==> config.mk <==
export PLATFORM = sky130hd
export DESIGN_NAME = arf104b256e1r1w0cbbehcaa4acw_msff_pipe_vr
export DESIGN_NICKNAME = d
export VERILOG_FILES = /design/src/rtl/arf104b256e1r1w0cbbehcaa4acw_msff_pipe_vr.sv
export SDC_FILE = /design/constraint.sdc
export NUM_CORES = 1
export LEC_CHECK = 0
export BUFFER_PORTS_ARGS = -buffer_cell sky130_fd_sc_hd__buf_2
export CORE_MARGIN = 2
export CORE_UTILIZATION = 30
export CTS_CLUSTER_DIAMETER = 150
export DETAILED_ROUTE_END_ITERATION = 7
export GPL_TIMING_DRIVEN = 0
export HOLD_SLACK_MARGIN = 0.02
export SLEW_MARGIN = 30
export SYNTH_ARGS = -nofsm -noshare
export SYNTH_HDL_FRONTEND = slang
export SYNTH_SLANG_ARGS = --single-unit
==> constraint.sdc <==
create_clock -name clk -period 1.8 [get_ports clk]
set_input_delay 0.18 -clock clk [delete_from_list [all_inputs] [get_ports clk]]
set_output_delay 0.18 -clock clk [all_outputs]
set_load 0.02 [all_outputs]
==> src/rtl/arf104b256e1r1w0cbbehcaa4acw_msff_pipe_vr.sv <==
`default_nettype none
// ============================================================================
// Module   : arf104b256e1r1w0cbbehcaa4acw_msff_pipe_vr
// Purpose  : DEPTH-stage valid/ready flop pipeline for array read data.
//            Bubbles collapse, full throughput, synchronous flush and
//            occupancy count. Optional even parity per stage, enabled by
//            ARF104B256E1R1W0CBBEHCAA4ACW_MSFF_PIPE_PARITY_EN.
// Revision : 1.0 - initial release
// ============================================================================
module arf104b256e1r1w0cbbehcaa4acw_msff_pipe_vr #(
  parameter int DWIDTH = 104,
  parameter int DEPTH  = 2
) (
  input  logic                         clk,
  input  logic                         rst,
  input  logic                         flush,
  input  logic                         in_vld,
  output logic                         in_rdy,
  input  logic [DWIDTH-1:0]            in_data,
  output logic                         out_vld,
  input  logic                         out_rdy,
  output logic [DWIDTH-1:0]            out_data,
  output logic [$clog2(DEPTH+1)-1:0]   occ,
  output logic                         out_par_err
);

  localparam int c_OCC_W = $clog2(DEPTH+1);

  logic [DEPTH-1:0]             r_vld;
  logic [DEPTH-1:0][DWIDTH-1:0] r_data;
  logic [DEPTH:0]               w_rdy;      // w_rdy[DEPTH] is the downstream ready
  logic [DEPTH-1:0]             w_load;     // data load enable per stage
  logic [DEPTH-1:0]             w_vld_nxt;

`ifdef ARF104B256E1R1W0CBBEHCAA4ACW_MSFF_PIPE_PARITY_EN
  logic [DEPTH-1:0]             r_par;
`endif

  assign w_rdy[DEPTH] = out_rdy;
  assign in_rdy       = w_rdy[0] & ~flush;
  assign out_vld      = r_vld[DEPTH-1];
  assign out_data     = r_data[DEPTH-1];

  genvar i;
  generate
    for (i = 0; i < DEPTH; i++) begin : g_stage
      // A stage can take data if it or any stage downstream of it has a hole,
      // or the consumer accepts. Written without a ripple chain on purpose.
      assign w_rdy[i] = out_rdy | ~(&r_vld[DEPTH-1:i]);

      if (i == 0) begin : g_first
        assign w_load[i]    = in_vld & in_rdy;
        assign w_vld_nxt[i] = w_load[i] | (r_vld[i] & ~w_rdy[i+1]);

        // Stage 0 captures the upstream payload on an accepted input.
        always_ff @(posedge clk) begin
          if (!rst) begin
            r_data[i] <= '0;
          end else if (w_load[i]) begin
            r_data[i] <= in_data;
          end
        end

`ifdef ARF104B256E1R1W0CBBEHCAA4ACW_MSFF_PIPE_PARITY_EN
        // Parity is generated once at input and then travels with the beat.
        always_ff @(posedge clk) begin
          if (!rst) begin
            r_par[i] <= 1'b0;
          end else if (w_load[i]) begin
            r_par[i] <= ^in_data;
          end
        end
`endif
      end else begin : g_rest
        // Data movement is suppressed during flush so registers hold.
        assign w_load[i]    = r_vld[i-1] & w_rdy[i] & ~flush;
        assign w_vld_nxt[i] = (r_vld[i-1] & w_rdy[i]) | (r_vld[i] & ~w_rdy[i+1]);

        // Later stages capture from the previous stage on a forward transfer.
        always_ff @(posedge clk) begin
          if (!rst) begin
            r_data[i] <= '0;
          end else if (w_load[i]) begin
            r_data[i] <= r_data[i-1];
          end
        end

`ifdef ARF104B256E1R1W0CBBEHCAA4ACW_MSFF_PIPE_PARITY_EN
        // Stored parity shifts alongside its data.
        always_ff @(posedge clk) begin
          if (!rst) begin
            r_par[i] <= 1'b0;
          end else if (w_load[i]) begin
            r_par[i] <= r_par[i-1];
          end
        end
`endif
      end
    end
  endgenerate

  // Valid bits: reset wins over flush, flush wins over handshake.
  always_ff @(posedge clk) begin
    if (!rst) begin
      r_vld <= '0;
    end else if (flush) begin
      r_vld <= '0;
    end else begin
      r_vld <= w_vld_nxt;
    end
  end

  // Occupancy is the population count of the stage valid bits.
  always_comb begin
    occ = '0;
    for (int k = 0; k < DEPTH; k++) begin
      occ = occ + c_OCC_W'(r_vld[k]);
    end
  end

`ifdef ARF104B256E1R1W0CBBEHCAA4ACW_MSFF_PIPE_PARITY_EN
  assign out_par_err = out_vld & ((^out_data) != r_par[DEPTH-1]);
`else
  assign out_par_err = 1'b0;
`endif

endmodule
`default_nettype wire

# == Yosys cells after proc, flatten, opt, wreduce, memory -nomap -nowiden ==
# Index checks and enable logic that the tools add are counted.
# classes
add_sub_neg,1
n_mul,0
div,0
n_lt_le_gt_ge,0
eq_ne,0
n_shift,0
muxes,0
bitwise_logic,16
reduce_logical,2
# op_table
cell,n
$and A1 B1 Y1,6
$not A1 Y1,6
$or A1 B1 Y1,4
$add A1 B1 Y2,1
$reduce_and A2 Y1,1
$reduce_or A2 Y1,1
# totals
reg_bits,210
latch_bits,0
mem_bits_rw,0
romBits,0
input_bits,109
wordCells,22
memories,0

# == Depth between registers and ports, before layout ==
# Gate-level depths: netlist of run 1.
# depth
ltp_word,6
mapped_depth,7
ltp_nobuf,4

# == Worst setup path before layout of run 1 ==
# Ideal clock, no wire load.
# synth_timing
path_type,register to register
from,reg r_vld[1]
to,reg r_data[28] (netlist bit)
setup_time_ns,0.072
arrival_time_ns,1.736
t_required_ns,1.728
setup_slack_ns,-0.008
stages_incl_launch_ff,8
period_less_slack_ns,1.808
path_cell_list,dfxtp_1 -> ha_1 -> nor2b_1 -> nor3b_1 -> buf_2 -> buf_2 -> buf_4 -> mux2i_1
# synth_between
elab_chain_cells,5
# synth_rtl
element,line,text
from (decl),29,logic [DEPTH-1:0] r_vld;
from (signal assigned),109,r_vld <= w_vld_nxt;
$reduce_and A2 Y1,49,assign w_rdy[i] = out_rdy | ~(&r_vld[DEPTH-1:i]);
$not A1 Y1,49,
$or A1 B1 Y1,49,
$and A1 B1 Y1,40,assign in_rdy = w_rdy[0] & ~flush;
$and A1 B1 Y1,52,assign w_load[i] = in_vld & in_rdy;
"to (signal, indexed assignment)",60,r_data[i] <= in_data;
to (decl),30,logic [DEPTH-1:0][DWIDTH-1:0] r_data;
# No other way between the ends.
# A chain may end at the register's enable or synchronous reset.

# == Final worst setup path of run 1 ==
# layout_timing
from,reg r_vld[1]
to,reg r_data[20] (netlist bit)
# The elaborated chain is that of the path after synthesis.

==> results of run 1 <==
[per-layer routing]
layer	vias up	GRT usage [%]
met3	26	2.961
met5	-	0
met2	184	24.58
li1	3531	-
met4	0	3.361
met1	3191	19.36
[final cells by class]
type / count / share of cell area [%]
clock buffers: 35 / 5.760
flip-flops and latches: 210 / 34.45
well taps: 384 / 3.936
clock inverters: 8 / 1.148
multi-input cells: 532 / 27.43
plain buffers: 163 / 9.593
repair buffers: 324 / 17.69
[flip-flops by register name (all words and copies together), names as in the netlist]
signal	count
out_data	104
r_data	104
r_vld	2
[report_power, final]
group | internal [mW] | switching, mW
combinational | 0.449 | 0.426
clock | 3.27 | 1.92
sequential | 4.78 | 0.0325
total | 8.49 | 2.38
[cell usage in the layout, fill, tap and decap left out, types with 3 or more instances in the layout]
| cell type | count |
|---|---|
| nor2_1 | 3 |
| buf_6 | 7 |
| dfxtp_1 | 209 |
| clkbuf_1 | 41 |
| mux2i_1 | 207 |
| dlygate4sd3_1 | 106 |
| nand2_1 | 312 |
| clkinv_2 | 4 |
| clkbuf_8 | 4 |
| buf_2 | 224 |
| buf_12 | 6 |
| buf_4 | 109 |
| bufinv_16 | 4 |
| clkbuf_16 | 25 |
[cells by family after synthesis]
family          count (synthesis)
compound gates                  1
fa+ha+maj                       1
buf+inv                       164
flops                         210
mux                           208
other cells                     1
simple gates                  321
[worst paths after layout]
| path | start | to | slack [ns] |
|---|---|---|---|
| worst max-delay path | r_vld[1] | r_data[20] | 0.11 |
| worst max register to register | r_vld[1] | r_data[20] | 0.11 |
| worst min-delay path | flush | r_vld[0] | 0.12 |
| worst min register to register | out_data[62] | out_data[62] | 0.45 |
[per-stage QoR]
stage	instances	hold WS (ns)	worst slack (ns)	util, %
after floorplan	906	0.3223	0.06410	-
after global placement	1505	0.4341	-0.2627	35.69
after detailed placement	1505	0.4329	-0.3167	35.69
after CTS	1654	0.08183	0.02676	42.47
after global routing	1656	0.1157	-0.003444	42.76
final	1656	0.1156	0.1082	42.76
[tightest hold or removal path, cell delays in order]
cell and delay, ns:
buf_2 0.14, nand2b_1 0.13, o21ba_2 0.15
[timing repair]
item                       CTS  global route
resized for setup            9            16
hold buffers               106             0
hold endpoints to repair   105             0
buffers inserted             0             3
setup endpoints to repair   51           150
==> impl_metrics.py, run 1 <==
metrics = {
    "routing": {
        "dr_wl_met3_um": 1195,
        "via_per_inst": 4.186,
        "wl_met1_um": 10510,
        "routed-wl-met2_um": 10120,
        "maxUsedRoutingLayer": "met4",
        "drc": 0,
        "wl_per_cell_um": 13.39,
        "drt_iter0_markers": 259,
        "first_pass_iters": 4,
        "vias": 6932,
        "wl_um": 22170,
        "drtAntennaViolNets": 0,
    },
    "cells_and_area": {
        "register_area_sq_um": 4205,
        "postLayoutCellArea_sq_um": 12210,
        "drive_gt1_share_pct": 30.66,
        "multiInputGateArea_sq_um": 3348,
        "area_growth_pct": 41.45,
        "num-nets-final": 1365,
        "nFillCells": 2843,
        "antenna_cells": 0,
    },
    "yosys": {
        "synth.top_cell.area_share_pct": 48.71,
        "synth_compound_area_share_pct": 0.1160,
        "ys_types": 16,
        "synth_warnings": 0,
        "synth_most_common_cell": "nand2_1",
        "synth_seq_cells": 210,
        "synth_top_area_cell": "dfxtp_1",
        "synth_top_flop_cell": "dfxtp_1",
        "synth-xor-area-share_pct": 0,
        "synth_top_family_by_area": "multiplexers",
        "synth_fa_ha_area_share_pct": 0.1450,
        "avgSynthCellArea_sq_um": 9.526,
        "postSynthCellCount": 906,
        "synth_edf_count": 0,
        "synth_commonest_cells": "312 x nand2_1, 210 x dfxtp_1, 208 x mux2i_1",
        "yosys.area_share.simple_pct": 14.18,
        "seq_area_frac_synth_pct": 48.71,
        "syn_area_sq_um": 8631,
        "async_reset_ff_share_pct": 0,
        "synth_nets": 1016,
        "synthTopCellsByArea": "dfxtp_1 49%, mux2i_1 24%, nand2_1 14%, buf_4 9.6%, clkbuf_1 1.6%",
        "synth.mux.area_fraction_pct": 24.12,
    },
    "worst_setup_path": {
        "max_stage_delay_ns": 0.34,
        "crit_slowest_cell": "dfxtp_1",
        "start_kind": "flip-flop",
        "end_kind": "flip-flop",
        "worst-r2r-cell-count": 6,
        "crit_family": "buffers and inverters",
        "crit_buf_inv": 2,
        "crit_type": "reg2reg",
        "cp.required_ns": 2.23,
        "crit_fanout": 10,
        "cp.depth": 6,
        "path_cells": "ha_2 > nor2b_2 > nor3b_2 > buf_4 > buf_2 > mux2i_1",
        "arrival_ns": 2.12,
    },
    "clock_network": {
        "cts_tree": "built",
        "clockBufferDepth": 3,
        "clkLatencyLatePin_ns": 0.51,
        "clk_pin_slew_ns": 0.06,
        "cts_buffers": 24,
        "cts_sinks": 210,
        "cts_root_buf": "clkbuf_16",
        "htree_num_levels": 1,
    },
    "placed_design": {
        "placed_area_sq_um": 10190,
        "portBuffers": 215,
        "dp_hpwl_um": 14830,
        "globalplace.congestion": 0.7190,
    },
    "sta": {
        "tightest_slew_ns": 0.7711,
        "min_period_over_period_pct": 93.99,
        "clock_skew_ns": 0.01260,
        "finalSetupViolations": 0,
        "max-slew-margin-rel_pct": 48.60,
        "finalCriticalPeriod_ns": 1.692,
        "maxSlewViolCount": 0,
        "hold_violations": 0,
        "fmax_ghz": 0.5911,
        "finalSetupTns_ns": 0,
    },
    "floorplanning": {
        "fp.dieW_um": 173.6,
        "core_region_area_sq_um": 28550,
        "placementRows": 62,
        "num_io_pins": 218,
        "start_util_pct": 30.23,
        "dieArea_sq_um": 30140,
        "fp.dieH_um": 173.6,
    },
    "grt": {
        "grt_pass1_wl_um": 36080,
        "grt_max_degree": 13,
        "grt_remaining_overflow": 0,
        "grt_pass1_vias": 7100,
        "antenna_found_initial": 0,
        "track_usage_pct": 14.62,
    },
    "job": {
        "maxCapViolations": 0,
    },
    "run_status": {
        "status": "completed",
    },
    "pwr": {
        "p_leak_nw": 6.170,
        "powerDensity_nw_per_um2": 890.4,
        "vdd_drop_max_mv": 0.5935,
        "power.total_mw": 10.87,
    },
    "min_path": {
        "hold_path_class": "in2reg",
        "min_path_cells": 3,
    },
}
Note: power is estimated with default switching activity, not from simulation.
==> run 2, diff against run 1 <==
--- a/config.mk
+++ b/config.mk
@@ -12,7 +12,8 @@
 export DETAILED_ROUTE_END_ITERATION = 7
 export GPL_TIMING_DRIVEN = 0
 export HOLD_SLACK_MARGIN = 0.02
-export SLEW_MARGIN = 30
+export PLACE_DENSITY_LB_ADDON = 0.1
+export SLEW_MARGIN = 10
 export SYNTH_ARGS = -nofsm -noshare
 export SYNTH_HDL_FRONTEND = slang
 export SYNTH_SLANG_ARGS = --single-unit
==> run 2 against run 1 <==
Register-to-register slack better by 0.02 ns; critical path depth rose by 1; cell area about the same; clock skew shrank 0.0056 ns; non-clock buffer count down 3.
==> impl_metrics.py, run 2 (synthesis gave the netlist of run 1 again) <==
metrics = {
    "job": {
        "maxCapViolations": 0,
    },
    "floorplanning": {
        "placementRows": 62,
        "core_region_area_sq_um": 28550,
        "dieArea_sq_um": 30140,
        "start_util_pct": 30.23,
        "fp.dieH_um": 173.6,
        "fp.dieW_um": 173.6,
        "num_io_pins": 218,
    },
    "routing": {
        "vias": 6789,
        "drt_iter0_markers": 166,
        "wl_um": 22460,
        "first_pass_iters": 4,
        "wl_per_cell_um": 13.56,
        "via_per_inst": 4.100,
        "drtAntennaViolNets": 0,
        "drc": 0,
    },
    "sta": {
        "finalSetupViolations": 0,
        "tightest_slew_ns": 0.7727,
        "max-slew-margin-rel_pct": 48.49,
        "clock_skew_ns": 0.006980,
        "finalCriticalPeriod_ns": 1.669,
        "min_period_over_period_pct": 92.70,
        "hold_slack_ns": 0.1109,
        "maxSlewViolCount": 0,
        "fmax_ghz": 0.5993,
        "hold_violations": 0,
    },
    "cells_and_area": {
        "layout_commonest_cell": "nand2_1",
        "area_growth_pct": 41.43,
        "drive_gt1_share_pct": 30.68,
        "finalNonFillerCells": 1656,
        "final_cell_mix": "312 x nand2_1, 222 x buf_2, 210 x dfxtp_1",
        "postLayoutCellArea_sq_um": 12210,
        "num-nets-final": 1363,
        "final_util_pct": 42.76,
    },
    "clock_network": {
        "cts_root_buf": "clkbuf_16",
        "cts_buffers": 25,
        "clkLatencyLatePin_ns": 0.51,
        "htree_num_levels": 1,
        "clockBufferDepth": 3,
        "cts_sinks": 210,
        "clk_pin_slew_ns": 0.06,
        "cts_tree": "built",
    },
    "pwr": {
        "powerDensity_nw_per_um2": 901.5,
        "vdd_drop_max_mv": 0.8031,
        "p_leak_nw": 6.166,
        "power.total_mw": 11.00,
    },
    "worst_setup_path": {
        "cp.required_ns": 2.23,
        "crit_type": "reg2reg",
        "end_kind": "flip-flop",
        "arrival_ns": 2.10,
        "crit_fanout": 10,
        "start_kind": "flip-flop",
    },
    "placed_design": {
        "placed_area_sq_um": 10190,
        "globalplace.congestion": 0.7224,
        "dp_hpwl_um": 15420,
        "dpl.cell_count": 1505,
        "portBuffers": 215,
    },
    "grt": {
        "grt_remaining_overflow": 0,
        "grt_max_degree": 13,
        "grt_pass1_vias": 6956,
        "grt_pass1_wl_um": 36140,
        "antenna_found_initial": 1,
        "track_usage_pct": 14.66,
    },
    "min_path": {
        "hold_path_class": "in2reg",
    },
    "run_status": {
        "status": "completed",
    },
}
==> run 2: cell types whose count changed in the layout (fill, tap and decap cells not counted), moves of 2 or more <==
cell	previous run	this run
clkbuf_8	4	6
buf_8	0	4
clkinv_2	4	6
buf_2	224	222
buf_12	6	2
buf_4	109	105
clkbuf_1	41	38
clkbuf_4	0	2
==> run 2: layout make-up <==
type                       instances  area (sq um)
sequential                       210          4204
buffer                           163          1160
antenna                            1         2.502
multi-input combinational        532          3346
fill                            2899         16340
clock buffer                      34         719.4
clock inverter                    11         157.7
timing repair buffer             321          2137
tap                              384         480.5
==> run 2: path summary, 6_finish.rpt <==
check / end / slack [ns] / cells after the start / from
max: r_data[30] / 0.13 / 7 / r_vld[1]
min: r_vld[0] / 0.11 / 3 / flush
max reg2reg: r_data[30] / 0.13 / 7 / r_vld[1]
min reg2reg: out_data[54] / 0.46 / 2 / out_data[54]
==> run 2: worst max-delay path: stages (launching register included) <==
cell and delay (ns):
dfxtp_1 0.34, ha_2 0.19, nor2b_2 0.16, nor3b_2 0.17
buf_6 0.16, buf_12 0.17, buf_8 0.17, mux2i_2 0.22
==> run 2: through the flow <==
stage | setup slack [ns] | setup TNS (ns)
2_1_floorplan | 0.06410 | 0
3_3_place_gp | -0.2181 | -32.01
3_5_place_dp | -0.2860 | -42.79
4_1_cts | 0.01146 | 0
5_1_grt | -0.0009808 | -0.0009808
6_report | 0.1314 | 0
==> run 2: what timing repair did <==
| item | CTS | global route |
|---|---|---|
| setup endpoints to repair | 50 | 143 |
| gates cloned | 0 | 0 |
| hold endpoints to repair | 105 | 0 |
| gates resized for setup | 9 | 13 |
| hold buffers | 106 | 0 |
| pin swaps | 0 | 0 |
| setup buffers | 0 | 0 |
==> run 2: report_power, final <==
part | internal [mW] | switching, mW | leakage [nW] | total [mW]
registers | 4.78 | 0.0320 | 1.71 | 4.81
logic | 0.441 | 0.423 | 4.03 | 0.865
clock network | 3.36 | 1.98 | 0.435 | 5.33
total | 8.57 | 2.43 | 6.17 | 11.0
==> run 2: routing by layer <==
metal,global-route usage (%),share of wire [%],up-vias
met1,19.68,48,3069
met5,0,0,-
li1,-,-,3518
met4,3.711,2.3,0
met3,2.873,5.0,34
met2,24.23,44,168
